## src/rtl/blackparrot_fpga_host_axil_read_arbiter.sv

```systemverilog
// Round-robin arbiter sharing one downstream AXI-Lite read channel among MASTERS_P masters.
// One read is outstanding at a time; the response is steered back to the granted master only.
module blackparrot_fpga_host_axil_read_arbiter #(
  parameter int MASTERS_P         = 2,
  parameter int S_AXIL_ADDR_WIDTH = 64,
  parameter int S_AXIL_DATA_WIDTH = 32
) (
  input  logic                                          s_axil_aclk,
  input  logic                                          s_axil_aresetn,
  input  logic [MASTERS_P-1:0][S_AXIL_ADDR_WIDTH-1:0]   s_axil_araddr,
  input  logic [MASTERS_P-1:0][2:0]                     s_axil_arprot,
  input  logic [MASTERS_P-1:0]                          s_axil_arvalid,
  output logic [MASTERS_P-1:0]                          s_axil_arready,
  output logic [MASTERS_P-1:0][S_AXIL_DATA_WIDTH-1:0]   s_axil_rdata,
  output logic [MASTERS_P-1:0][1:0]                     s_axil_rresp,
  output logic [MASTERS_P-1:0]                          s_axil_rvalid,
  input  logic [MASTERS_P-1:0]                          s_axil_rready,
  output logic [S_AXIL_ADDR_WIDTH-1:0]                  m_axil_araddr,
  output logic [2:0]                                    m_axil_arprot,
  output logic                                          m_axil_arvalid,
  input  logic                                          m_axil_arready,
  input  logic [S_AXIL_DATA_WIDTH-1:0]                  m_axil_rdata,
  input  logic [1:0]                                    m_axil_rresp,
  input  logic                                          m_axil_rvalid,
  output logic                                          m_axil_rready
);

  localparam int PTR_W = (MASTERS_P > 1) ? $clog2(MASTERS_P) : 1;

  typedef enum logic [1:0] {IDLE, ADDR, RESP} state_e;

  state_e                         state_q, state_d;
  logic [PTR_W-1:0]               sel_q, sel_d;
  logic [PTR_W-1:0]               last_q, last_d;
  logic [S_AXIL_ADDR_WIDTH-1:0]   araddr_q, araddr_d;
  logic [2:0]                     arprot_q, arprot_d;

  logic [PTR_W-1:0]               grant, cand;
  logic                           grant_found;
  logic                           any_req;
  logic                           ar_open, r_open;

  assign any_req = |s_axil_arvalid;

  // Search starts one past the last granted master and wraps, so the
  // most recently served master is the lowest priority.
  always_comb begin
    grant       = last_q;
    cand        = last_q;
    grant_found = 1'b0;
    for (int i = 1; i <= MASTERS_P; i++) begin
      cand = PTR_W'((int'(last_q) + i) % MASTERS_P);
      if (!grant_found && s_axil_arvalid[cand]) begin
        grant       = cand;
        grant_found = 1'b1;
      end
    end
  end

  always_ff @(posedge s_axil_aclk) begin
    if (!s_axil_aresetn) begin
      state_q  <= IDLE;
      sel_q    <= '0;
      last_q   <= PTR_W'(MASTERS_P - 1);
      araddr_q <= '0;
      arprot_q <= '0;
    end else begin
      state_q  <= state_d;
      sel_q    <= sel_d;
      last_q   <= last_d;
      araddr_q <= araddr_d;
      arprot_q <= arprot_d;
    end
  end

  always_comb begin
    state_d  = state_q;
    sel_d    = sel_q;
    last_d   = last_q;
    araddr_d = araddr_q;
    arprot_d = arprot_q;
    case (state_q)
      IDLE: if (any_req) begin
        state_d  = ADDR;
        sel_d    = grant;
        araddr_d = s_axil_araddr[grant];
        arprot_d = s_axil_arprot[grant];
      end
      ADDR: if (m_axil_arready) state_d = RESP;
      RESP: if (m_axil_rvalid && s_axil_rready[sel_q]) begin
        last_d  = sel_q;
        state_d = IDLE;
      end
      default: state_d = IDLE;
    endcase
  end

  // arready is masked while reset is asserted so no master sees a handshake
  // that the reset is about to discard.
  always_comb begin
    ar_open        = (state_q == IDLE) && any_req && s_axil_aresetn;
    r_open         = (state_q == RESP) && m_axil_rvalid;
    m_axil_arvalid = (state_q == ADDR);
    m_axil_rready  = (state_q == RESP) && s_axil_rready[sel_q];
  end

  assign m_axil_araddr = araddr_q;
  assign m_axil_arprot = arprot_q;

  for (genvar g = 0; g < MASTERS_P; g++) begin : g_lane
    assign s_axil_arready[g] = ar_open && (grant == PTR_W'(g));
    assign s_axil_rvalid[g]  = r_open && (sel_q == PTR_W'(g));
    assign s_axil_rdata[g]   = m_axil_rdata;
    assign s_axil_rresp[g]   = m_axil_rresp;
  end

endmodule

```

## config.mk

```make
export PLATFORM = sky130hd
export DESIGN_NAME = blackparrot_fpga_host_axil_read_arbiter
export DESIGN_NICKNAME = d
export VERILOG_FILES = /design/src/rtl/blackparrot_fpga_host_axil_read_arbiter.sv
export SDC_FILE = /design/constraint.sdc
export NUM_CORES = 1
export LEC_CHECK = 0
export CORE_AREA = 2 2 125 127
export DETAILED_ROUTE_END_ITERATION = 10
export DIE_AREA = 0 0 127 129
export DONT_BUFFER_PORTS = 1
export GPL_TIMING_DRIVEN = 0
export MAX_ROUTING_LAYER = met4
export PLACE_DENSITY = 0.4
export SLEW_MARGIN = 10
export SYNTH_ARGS = -nofsm -noshare
export SYNTH_HDL_FRONTEND = slang
export SYNTH_SLANG_ARGS = --single-unit
```

## constraint.sdc

```tcl
create_clock -name s_axil_aclk -period 1.3 [get_ports s_axil_aclk]
set_input_delay 0.26 -clock s_axil_aclk [delete_from_list [all_inputs] [get_ports s_axil_aclk]]
set_output_delay 0.26 -clock s_axil_aclk [all_outputs]
set_load 0.05 [all_outputs]
```

### Word-level counts from Yosys, hierarchy flattened

Cells that the tools add are included.
Widths: inputs -> output; s select.

* bitwise operators: 2
* add/sub/neg operators: 2
* equal/unequal tests: 5
* reduce and logical (&&, ||, !) cells: 16
* muxes and demuxes: 17
* order comparisons: 4

Operators by type and width (count)
* $mux 64: 2
* $logic_and 1x1->1: 10
* $mux 1: 9
* $lt 1x2->1 const B: 4
* $mux 2: 3
* $mux 3: 2
* $pmux 2 s3: 1
* $ne 2x2->1 const B: 2
* $reduce_and 2->1: 2
* $reduce_and 3->1: 1
* $add 1x1->1 const B: 2
* $eq 2x1->1 const B: 1
* $eq 2x2->1 const B: 1
* $logic_not 2->1: 1
* $ne 2x1->1 const B: 1
* $not 1->1: 2
* $reduce_or 2->1: 1
* $logic_not 1->1: 1

* register bits: 71
* input port bits: 176
* word-level logic and storage cells: 51

### Longest topological paths before layout

Gate-level depths: netlist of run 1.

* word-level depth: 9
* gate-level depth with buffers: 6

### Worst setup path before layout of run 1

OpenSTA, ideal clock, no wires.

* kind: register to output
* from: register state_q[1]
* to: output m_axil_rready
* buffers on the path: 0
* slack: -0.334 ns
* cell stages (with the launch flop): 3
* arrival: 1.374 ns
* cells stage by stage: dfxtp_1 -> nor2b_1 -> nor2b_1

* word-level cells in the longest chain between the ends: 2

Ends and longest elaborated chain
* start, declared: RTL line 32 `state_e state_q, state_d;`
* start signal, assigned: RTL line 68 `state_q <= state_d;`
* $eq 2x2->1: RTL line 104 `m_axil_rready = (state_q == RESP) && s_axil_rready[sel_q];`
* $logic_and 1x1->1: RTL line 104
* end, declared: RTL line 25 `output logic m_axil_rready`

Every way passes these cells.

### Final worst setup path of run 1

* from: register state_q[0]
* to: output s_axil_arready[0]

* word-level cells in the longest chain between the ends: 4

Ends and longest elaborated chain
* $logic_not 2->1: RTL line 101 `ar_open = (state_q == IDLE) && any_req && s_axil_aresetn;`
* $logic_and 1x1->1 (2 in series): RTL line 101
* $logic_and 1x1->1: RTL line 111 `assign s_axil_arready[g] = ar_open && (grant == PTR_W'(g));`
* end, declared: RTL line 13 `output logic [MASTERS_P-1:0] s_axil_arready,`

Every way passes these cells.

==> summary.md, run 1 <==
| Metric | Value |
|---|---|
| Status | `complete, but fails checks` |
| Failing checks | `setup timing` |
| RePlAce Congestion | `0.7133` |
| Skew final | `0.005784 ns` |
| Fin area | `4019 µm²` |
| Yosys reg bits | `71` |
| Critical path class | `register to output port` |
| Vias in the first global route | `2457` |
| Hold Crit Start | `m_axil_arready` |
| IO Port Bufs | `0` |
| R2r setup slk | `-0.20 ns` |
| Final Net Count | `535` |
| Full die area | `16380 µm²` |
| Maximum vdd drop | `0.6260 mV` |
| Min Tclk post-route | `1.596 ns` |
| Skew-Pair Late Insertion Delay | `0.34 ns` |
| Unique masters post-synth | `24` |
| PnR worst setup slack | `-0.2962 ns` |
| Most frequent cells in the layout | `buf_4, dfxtp_1, inv_1` |
| First-iteration detailed-routing DRC count | `243` |
| Mapped cell area | `3254 µm²` |
| Syn nets | `519` |
| Clock Path Buffers | `2` |
| Final count of pins violating max slew | `0` |
| Unrepaired setup endpoints after global routing | `true` |
| Drt pass-1 iters | `6` |
| Vias per inst | `4.717` |
| Proportion of layout cells with a drive suffix above 1 | `0.3352` |
| Worst flop-to-flop path startpoint | `last_q` |
| Ant. Diodes | `0` |
| Worst Hold Class | `primary input to register` |
| Routed Antenna Nets | `0` |
| Starting Density | `0.2173` |
| Register area share after synthesis | `0.4368` |
| GR Overflow Total | `0` |
| Die height | `129 µm` |
| Crit path max fanout | `5` |
| Actual slew at the worst max-slew pin | `0.7098 ns` |
| Cell depth of the worst min-delay path | `2` |
| Maxcap violations | `0` |
| Synth warnings | `0` |
| DRC | `0` |
| Switching share of power | `0.3833` |
| Global-route wire length before repair | `13820 µm` |
| Max Fclk | `626.5 MHz` |
| WL/cell | `18.87 µm` |
| IO Pins | `317` |
| Comb power frac | `0.185` |
| Die Wd | `127 µm` |
| CTS buffer count | `9` |
| Routed via count | `2604` |
| Pint | `4.602 mW` |
| Avg Inst Size Synth | `9.488 µm²` |
| DP HPWL | `8147 µm` |
| R2R Path End | `m_axil_araddr[34]` |
| Hold violation count in the final report | `0` |
| H-Tree Level Count | `3` |
| R2R depth | `6` |
| CTS tree | `done` |
| Tot Pwr | `7.463 mW` |
| LEAKAGE | `1.959 nW` |
| Synth-to-Final Area Change | `23.49%` |
| CP required | `1.04 ns` |
| Initial antenna violation count | `0` |
| Switch Pwr | `2.861 mW` |
| Startpoint types | `register` |
| Final period util | `1.228` |
| Area after DPL | `3535 µm²` |
| Sequential Power Share | `0.475` |
| Worst Setup End Kind | `output port` |
| Most common cell after layout, fill and taps aside | `buf_4` |
| Setup WS pre-CTS | `-0.5279 ns` |
| Final core utilization | `0.2683` |
| Final setup fails | `73` |
| Clock sink count | `71` |
| Worst EP arrival | `1.34 ns` |
| Row cnt | `45` |
| Core Footprint | `14980 µm²` |
| Worst hold path endpoint | `state_q[1]` |
| Clock slew at reported path FFs | `0.06 ns` |
| Clock Tree Root | `clkbuf_16` |
| Final wirelength | `10410 µm` |
| Post-synthesis instance total | `343` |
| Global Route Usage Sum | `0.1185` |
| Relative slew slack | `0.5218` |
| Largest net degree at the start of global routing | `12` |
| Clock power share | `0.340` |
| Total Neg Setup Slack | `-11.20 ns` |
| PwrDens | `1857 nW/µm²` |
worst max path at each step:
stage,startpoint,endpoint,cells past startpoint
floorplan,state_q[1],m_axil_rready,2
global placement,state_q[1],m_axil_araddr[61],5
detailed placement,state_q[1],m_axil_araddr[60],5
CTS,state_q[1],s_axil_arready[0],4
global route,state_q[0],s_axil_arready[0],3
finish,state_q[0],s_axil_arready[0],3
repair_timing:
action | CTS | global route
setup buffers | 3 | 0
pin swaps | 6 | 6
hold buffers | 1 | 0
resized for setup | 20 | 20
gates cloned | 2 | 0
setup endpoints to repair | 76 | 76
endpoints found under the hold margin | 1 | 0
state kept, by name (all words and copies together), names as in the netlist:
register / cells
last_q: 1
m_axil_araddr: 64
sel_q: 1
m_axil_arprot: 3
state_q: 2
stage by stage:
step                      std cells  hold slack [ns]
after floorplan                 343           0.3361
after global placement          531           0.3446
after detailed placement        531           0.3451
after CTS                       553          0.04047
after global routing            552          0.04746
final                           552          0.05978
routing by layer:
metal / vias to the layer above / global-route usage / part of all wire / wire length (µm)
li1: 1181 / - / - / -
met1: 1197 / 0.1170 / 0.36 / 3718
met2: 205 / 0.1980 / 0.50 / 5202
met3: 21 / 0.04699 / 0.11 / 1162
met4: 0 / 0.07111 / 0.032 / 331
met5: - / - / 0 / 0
cells in the mapped netlist, drive strengths merged:
cell type	number	area, µm²
a21boi	1	7.510
a21o	1	7.510
a21oi	1	5.000
a222oi	45	450.4
a31oi	1	6.260
and3	3	18.77
buf	82	614.3
clkbuf	7	26.28
dfxtp	71	1421
inv	46	172.7
mux2i	23	230.2
nand2	26	97.59
nand2b	1	6.260
nand3	1	5.000
nand3b	1	7.510
nor2	2	7.510
nor2b	3	18.77
nor3b	1	12.51
o21ai	26	130.1
o31a	1	8.760
power by group through the flow:
stage               Clock (mW)  Sequential, mW  Combinational [mW]
floorplan                    0            3.51                1.14
global placement             0            3.58                1.31
detailed placement           0            3.58                1.32
CTS                       2.65            3.54                1.39
global route              2.75            3.57                1.49
finish                    2.54            3.54                1.38
cell type report:
cell class	instances	area (µm²)
Multi-Input combinational cell	137	1087
Fill cell	1617	10960
Sequential cell	71	1433
Buffer	88	706.9
Clock inverter	3	40.04
Inverter	46	172.7
Tap cell	188	235.2
Clock buffer	13	270.3
Timing Repair Buffer	6	73.82
worst max-delay path: stages, from the launching register on:
cell     delay, ns
dfxtp_4       0.36
nor3b_4       0.21
and3_4        0.26
buf_12        0.16
kinds of logic (layout without fill, tap and decap cells):
kind of cell | after synthesis | count (layout) | synth area share
AOI/OAI and AO/OA | 76 | 76 | 0.1892
buffers and inverters | 135 | 156 | 0.2499
DFF | 71 | 71 | 0.4368
muxes | 23 | 23 | 0.07074
and+or+nand+nor | 38 | 38 | 0.05344
No activity file was read; power rests on OpenSTA's default activity.
==> run 2, diff against run 1 <==
--- a/config.mk
+++ b/config.mk
@@ -5,13 +5,15 @@
 export SDC_FILE = /design/constraint.sdc
 export NUM_CORES = 1
 export LEC_CHECK = 0
+export CELL_PAD_IN_SITES_DETAIL_PLACEMENT = 0
+export CELL_PAD_IN_SITES_GLOBAL_PLACEMENT = 1
 export CORE_AREA = 2 2 125 127
 export DETAILED_ROUTE_END_ITERATION = 10
 export DIE_AREA = 0 0 127 129
 export DONT_BUFFER_PORTS = 1
 export GPL_TIMING_DRIVEN = 0
 export MAX_ROUTING_LAYER = met4
-export PLACE_DENSITY = 0.4
+export PLACE_DENSITY = 0.5
 export SLEW_MARGIN = 10
 export SYNTH_ARGS = -nofsm -noshare
 export SYNTH_HDL_FRONTEND = slang
==> constraint.sdc (replaced) <==
create_clock -name s_axil_aclk -period 1.85 [get_ports s_axil_aclk]
set_input_delay 0.37 -clock s_axil_aclk [delete_from_list [all_inputs] [get_ports s_axil_aclk]]
set_output_delay 0.37 -clock s_axil_aclk [all_outputs]
set_load 0.05 [all_outputs]
==> run 2 against run 1 <==
Net effect:
- the flow now finishes without violations
- die area unchanged
- sequential share of layout area increased by 1.7 points
- via count shrank 2.3%
- global-route usage decreased by 0.38 points
==> summary.md, run 2 (same netlist as run 1, synthesis figures left out) <==
| Metric | Value |
|---|---|
| Cell depth of the worst min-delay path | `1 (-1)` |
| Number of standard cells in the final layout excluding fillers | `547 (-0.91%)` |
| R2R depth | `7 (+1)` |
| WL/cell | `18.12 µm (-4.0%)` |
| Placed Instances | `531 (unchanged)` |
| IO Port Bufs | `0 (unchanged)` |
| Relative slew slack | `0.5823 (+0.06043)` |
| Clock sink count | `71 (unchanged)` |
| Hold WS | `0.1187 ns (+0.05894 ns)` |
| Final count of pins violating max slew | `0 (unchanged)` |
| Global Route Usage Sum | `0.1147 (-0.003820)` |
| PwrDens | `1304 nW/µm² (-30%)` |
| DRC | `0 (unchanged)` |
| Vias per inst | `4.651 (-1.4%)` |
| Global-route wire length before repair | `13550 µm (-1.9%)` |
| Synth-to-Final Area Change | `16.92%` |
| Full die area | `16380 µm² (unchanged)` |
| H-Tree Level Count | `3 (unchanged)` |
| Routed Antenna Nets | `0 (unchanged)` |
| GR Overflow Total | `0 (unchanged)` |
| Unrepaired setup endpoints after global routing | `true` |
| RePlAce Congestion | `0.7194 (+0.86%)` |
| Final core utilization | `0.2541 (-0.01429)` |
| Clock Tree Root | `clkbuf_16` |
| Final Net Count | `531 (-0.75%)` |
| Number of flip-flops in the largest register | `64 (unchanged)` |
| DP HPWL | `7780 µm (-4.5%)` |
| Critical path class | `register to output port` |
| CTS buffer count | `9 (unchanged)` |
| Total Neg Setup Slack | `0 ns (+11.20 ns)` |
| Worst Setup End Kind | `output port` |
| Ant. Diodes | `0 (unchanged)` |
| Proportion of layout cells with a drive suffix above 1 | `0.2897 (-0.04547)` |
| Crit path max fanout | `6 (+1)` |
| Worst Hold Class | `primary input to register` |
| Maxcap violations | `0 (unchanged)` |
| Final setup fails | `0 (-100%)` |
| Min Tclk post-route | `1.769 ns` |
| Tot Pwr | `4.960 mW (-34%)` |
| Routed via count | `2544 (-2.3%)` |
| Startpoint types | `register` |
| Worst EP arrival | `1.40 ns (+0.06 ns)` |
| Skew final | `0.003042 ns (-0.002741 ns)` |
| Vias in the first global route | `2433 (-0.98%)` |
| Largest net degree at the start of global routing | `12 (unchanged)` |
| Hold violation count in the final report | `0 (unchanged)` |
| Actual slew at the worst max-slew pin | `0.6238 ns (-0.08597 ns)` |
| CTS tree | `done` |
| Die Wd | `127 µm (unchanged)` |
| Clock slew at reported path FFs | `0.05 ns (about the same)` |
| Initial antenna violation count | `0 (unchanged)` |
| IO Pins | `317 (unchanged)` |
| Maximum vdd drop | `0.4026 mV (-36%)` |
| Cts hold-fix bufs | `0 (-1)` |
| First-iteration detailed-routing DRC count | `288 (+19%)` |
| Final wirelength | `9911 µm (-4.8%)` |
| Row cnt | `45 (unchanged)` |
| CP required | `1.48 ns (+0.44 ns)` |
| Status | `finished clean` |
| Clock Path Buffers | `2 (unchanged)` |
| Starting Density | `0.2173 (unchanged)` |
| Fill cells | `1623 (+0.37%)` |
| Skew-Pair Late Insertion Delay | `0.33 ns (about the same)` |
| Final period util | `0.9564` |
| Most frequent cells in the layout | `buf_4, dfxtp_1, inv_1` |
| Die height | `129 µm (unchanged)` |
| LEAKAGE | `1.862 nW (-5.0%)` |
| Max Fclk | `565.2 MHz` |
| Drt pass-1 iters | `9 (+3)` |
| Core Footprint | `14980 µm² (unchanged)` |
[run 2: repair_timing]
item                                    4_1_cts  5_1_grt
endpoints found under the setup margin       17        5
buffers inserted                              1        0
resized for setup                            13        3
[run 2: where the power goes]
group / internal [mW] / switching (mW) / leakage (nW)
sequential: 1.72 / 0.764 / 0.585
clock: 0.928 / 0.631 / 0.131
combinational: 0.316 / 0.600 / 1.15
[run 2: per-layer routing]
layer,track usage,vias to the layer above,share of wire
met1,0.1248,1168,0.36
met3,0.03867,11,0.11
met4,0.05042,0,0.017
li1,-,1174,-
met5,-,-,0
met2,0.1913,191,0.51
[run 2: final cells by class]
cell class | count | area (µm²) | area share
Buffer | 89 | 661.9 | 0.1740
Tap cell | 188 | 235.2 | 0.06182
Clock inverter | 4 | 22.52 | 0.005919
Clock buffer | 11 | 242.7 | 0.06379
Timing Repair Buffer | 1 | 7.507 | 0.001973
Multi-Input combinational cell | 137 | 1041 | 0.2736
Sequential cell | 71 | 1421 | 0.3736
Inverter | 46 | 172.7 | 0.04538
[run 2: worst paths after layout]
kind | end | slack, ns | start
worst min register to register | sel_q | 0.59 | sel_q
worst max register to register | m_axil_araddr[5] | 0.18 | last_q
worst max-delay path | s_axil_rvalid[0] | 0.08 | state_q[1]
worst min-delay path | last_q | 0.12 | s_axil_aresetn
[run 2: worst max-delay path: stages (launching register included)]
cell and delay, ns:
dfxtp_1 0.38, nor2b_2 0.27, nand2_1 0.12, nor2_4 0.29
[run 2: per-stage QoR]
stage | worst slack (ns) | cell area, µm²
after floorplan | 0.1060 | 3254
after global placement | -0.1014 | 3490
after detailed placement | -0.09605 | 3490
after CTS | 0.03869 | 3799
after global routing | -0.02297 | 3805
final | 0.08075 | 3805
==> run 3, diff against run 2 <==
--- a/config.mk
+++ b/config.mk
@@ -5,15 +5,13 @@
 export SDC_FILE = /design/constraint.sdc
 export NUM_CORES = 1
 export LEC_CHECK = 0
-export CELL_PAD_IN_SITES_DETAIL_PLACEMENT = 0
-export CELL_PAD_IN_SITES_GLOBAL_PLACEMENT = 1
 export CORE_AREA = 2 2 125 127
 export DETAILED_ROUTE_END_ITERATION = 10
 export DIE_AREA = 0 0 127 129
 export DONT_BUFFER_PORTS = 1
 export GPL_TIMING_DRIVEN = 0
 export MAX_ROUTING_LAYER = met4
-export PLACE_DENSITY = 0.5
+export PLACE_DENSITY = 0.36
 export SLEW_MARGIN = 10
 export SYNTH_ARGS = -nofsm -noshare
 export SYNTH_HDL_FRONTEND = slang
==> run 3 against run 2 <==
Net effect:
- power increased by 3.8%
- first-iteration DRC count increased by 1.7%
- sequential power about the same
- clock skew increased by 0.0022 ns
- critical path depth increased by 1
- register-to-register slack got worse by 0.07 ns
- global-route usage increased by 0.24 points
- die area unchanged
- hold slack improved by 0.0086 ns
- worst setup slack improved by 0.014 ns
- combinational power increased by 0.7%
- critical endpoint is now s_axil_arready[0]
==> summary.md, run 3 (same netlist as run 1, synthesis figures left out) <==
| Metric | Value |
|---|---|
| Row cnt | `45 (unchanged)` |
| Initial antenna violation count | `0 (unchanged)` |
| Largest net degree at the start of global routing | `14 (+2)` |
| Vias per inst | `4.682 (+0.68%)` |
| Startpoint types | `register` |
| Routed Antenna Nets | `0 (unchanged)` |
| Core Footprint | `14980 µm² (unchanged)` |
| Worst-path cell chain | `nor3b_2 > and3_1 > buf_8 > buf_12` |
| Clock slew at reported path FFs | `0.06 ns (about the same)` |
| Global-route wire length before repair | `13530 µm (-0.15%)` |
| Final count of pins violating max slew | `0 (unchanged)` |
| Synth-to-Final Area Change | `18.11%` |
| GRT met2 Usage | `0.2027 (+0.01139)` |
| Skew final | `0.005259 ns (+0.002216 ns)` |
| Worst path bufs/invs | `2 (+2)` |
| IO Pins | `317 (unchanged)` |
| Hold WS | `0.1273 ns (+0.008603 ns)` |
| Maximum vdd drop | `0.4048 mV (+0.55%)` |
| Status | `finished clean` |
| Maxcap violations | `0 (unchanged)` |
| Skew-Pair Late Insertion Delay | `0.34 ns (about the same)` |
| Full die area | `16380 µm² (unchanged)` |
| Min Tclk post-route | `1.755 ns (-0.01442 ns)` |
| Relative slew slack | `0.5822 (about the same)` |
| Actual slew at the worst max-slew pin | `0.6239 ns (+0.0001146 ns)` |
| Global route hottest layer | `met2` |
| DP HPWL | `8063 µm (+3.6%)` |
| CP max stage delay | `0.34 ns (-0.04 ns)` |
| Final core utilization | `0.2566 (+0.002590)` |
| Routed via count | `2566 (+0.86%)` |
| Hold violation count in the final report | `0 (unchanged)` |
| Fill cells | `1608 (-0.92%)` |
| Most frequent cells in the layout | `buf_4, dfxtp_1, inv_1` |
| Drt pass-1 iters | `8 (-1)` |
| First-iteration detailed-routing DRC count | `293 (+1.7%)` |
| Worst Hold Class | `primary input to register` |
| Final setup fails | `0 (unchanged)` |
| Final Net Count | `531 (unchanged)` |
| DRC | `0 (unchanged)` |
| WL/cell | `18.74 µm (+3.5%)` |
| Die Wd | `127 µm (unchanged)` |
| H-Tree Level Count | `3 (unchanged)` |
| Starting Density | `0.2173 (unchanged)` |
| Clock sink count | `71 (unchanged)` |
| Reg area | `1421 µm² (unchanged)` |
| Global Route Usage Sum | `0.1171 (+0.002442)` |
| Number of flip-flops in the largest register | `64 (unchanged)` |
| Crit path max fanout | `10 (+4)` |
| Delay-heaviest family, CP | `simple AND/OR/NAND/NOR gates` |
| Worst Setup End Kind | `output port` |
| CTS buffer count | `9 (unchanged)` |
| Critical path class | `register to output port` |
| Final wirelength | `10270 µm (+3.6%)` |
| Vias in the first global route | `2375 (-2.4%)` |
| Max Fclk | `569.9 MHz (+0.82%)` |
| LEAKAGE | `1.873 nW (+0.59%)` |
| Clock Path Buffers | `2 (unchanged)` |
| GR Overflow Total | `0 (unchanged)` |
| Tot Pwr | `5.146 mW (+3.8%)` |
| Critical Path Slowest Stage Cell | `dfxtp_1` |
| Clock Tree Root | `clkbuf_16` |
| Ant. Diodes | `0 (unchanged)` |
| PwrDens | `1339 nW/µm² (+2.7%)` |
| Met1 Use GR | `0.1179 (-0.006848)` |
| IO Port Bufs | `0 (unchanged)` |
| Proportion of layout cells with a drive suffix above 1 | `0.2972 (+0.007529)` |
| Unrepaired setup endpoints after global routing | `false` |
| CTS tree | `done` |
| Die height | `129 µm (unchanged)` |
| Area after DPL | `3490 µm² (unchanged)` |
| CP required | `1.48 ns (about the same)` |
| Final period util | `0.9486 (-0.007794)` |
| Multi-input gate area in the final layout | `1047 µm² (+0.60%)` |
| Most common cell after layout, fill and taps aside | `buf_4` |
| Worst EP arrival | `1.38 ns (-0.02 ns)` |
| RePlAce Congestion | `0.6919 (-3.8%)` |
| Met3 Use GR | `0.04990 (+0.01123)` |
| Fin area | `3844 µm² (+1.0%)` |
-- run 3: worst paths after layout --
path / from / endpoint / slack (ns) / cells after the start
worst min-delay path: s_axil_aresetn / last_q / 0.13 / 1
worst max register to register: state_q[0] / m_axil_araddr[9] / 0.11 / 7
worst max-delay path: state_q[1] / s_axil_arready[0] / 0.1 / 4
worst min register to register: sel_q / sel_q / 0.60 / 1
-- run 3: cell type report --
type | count | share of cell area
Buffer | 89 | 0.1722
Clock buffer | 9 | 0.05859
Clock inverter | 7 | 0.01888
Inverter | 46 | 0.04492
Multi-Input combinational cell | 137 | 0.2725
Sequential cell | 71 | 0.3698
Tap cell | 188 | 0.06120
Timing Repair Buffer | 1 | 0.001953
-- run 3: per-layer routing --
metal  vias up  part of all wire
li1       1169                 -
met1      1195              0.34
met2       190              0.53
met3        12              0.11
met4         0             0.015
met5         -                 0
-- run 3: where the power goes --
part	leakage, nW	switching (mW)	total, mW	internal, mW
clock network	0.142	0.695	1.74	1.05
registers	0.585	0.765	2.48	1.72
logic	1.15	0.603	0.922	0.319
-- run 3: stage by stage --
stage / worst slack [ns] / TNS [ns] / std cells
2_1_floorplan: 0.1060 / 0 / 343
3_3_place_gp: -0.1029 / -1.934 / 531
3_5_place_dp: -0.1360 / -2.831 / 531
4_1_cts: 0.03301 / 0 / 548
5_1_grt: 0.005889 / 0 / 548
6_report: 0.09517 / 0 / 548
-- run 3: timing repair --
item                       4_1_cts  5_1_grt
pin swaps                        0        1
buffers inserted                 1        0
setup endpoints to repair       34       18
resized for setup               14        4
hold buffers                     0        0
-- run 3: worst register-to-register path, delay by kind of cell, from the launching register on --
family | cells | cell delay, ns
compound gates | 1 | 0.40
buf+inv | 4 | 0.52
flops | 1 | 0.42
simple gates | 2 | 0.27
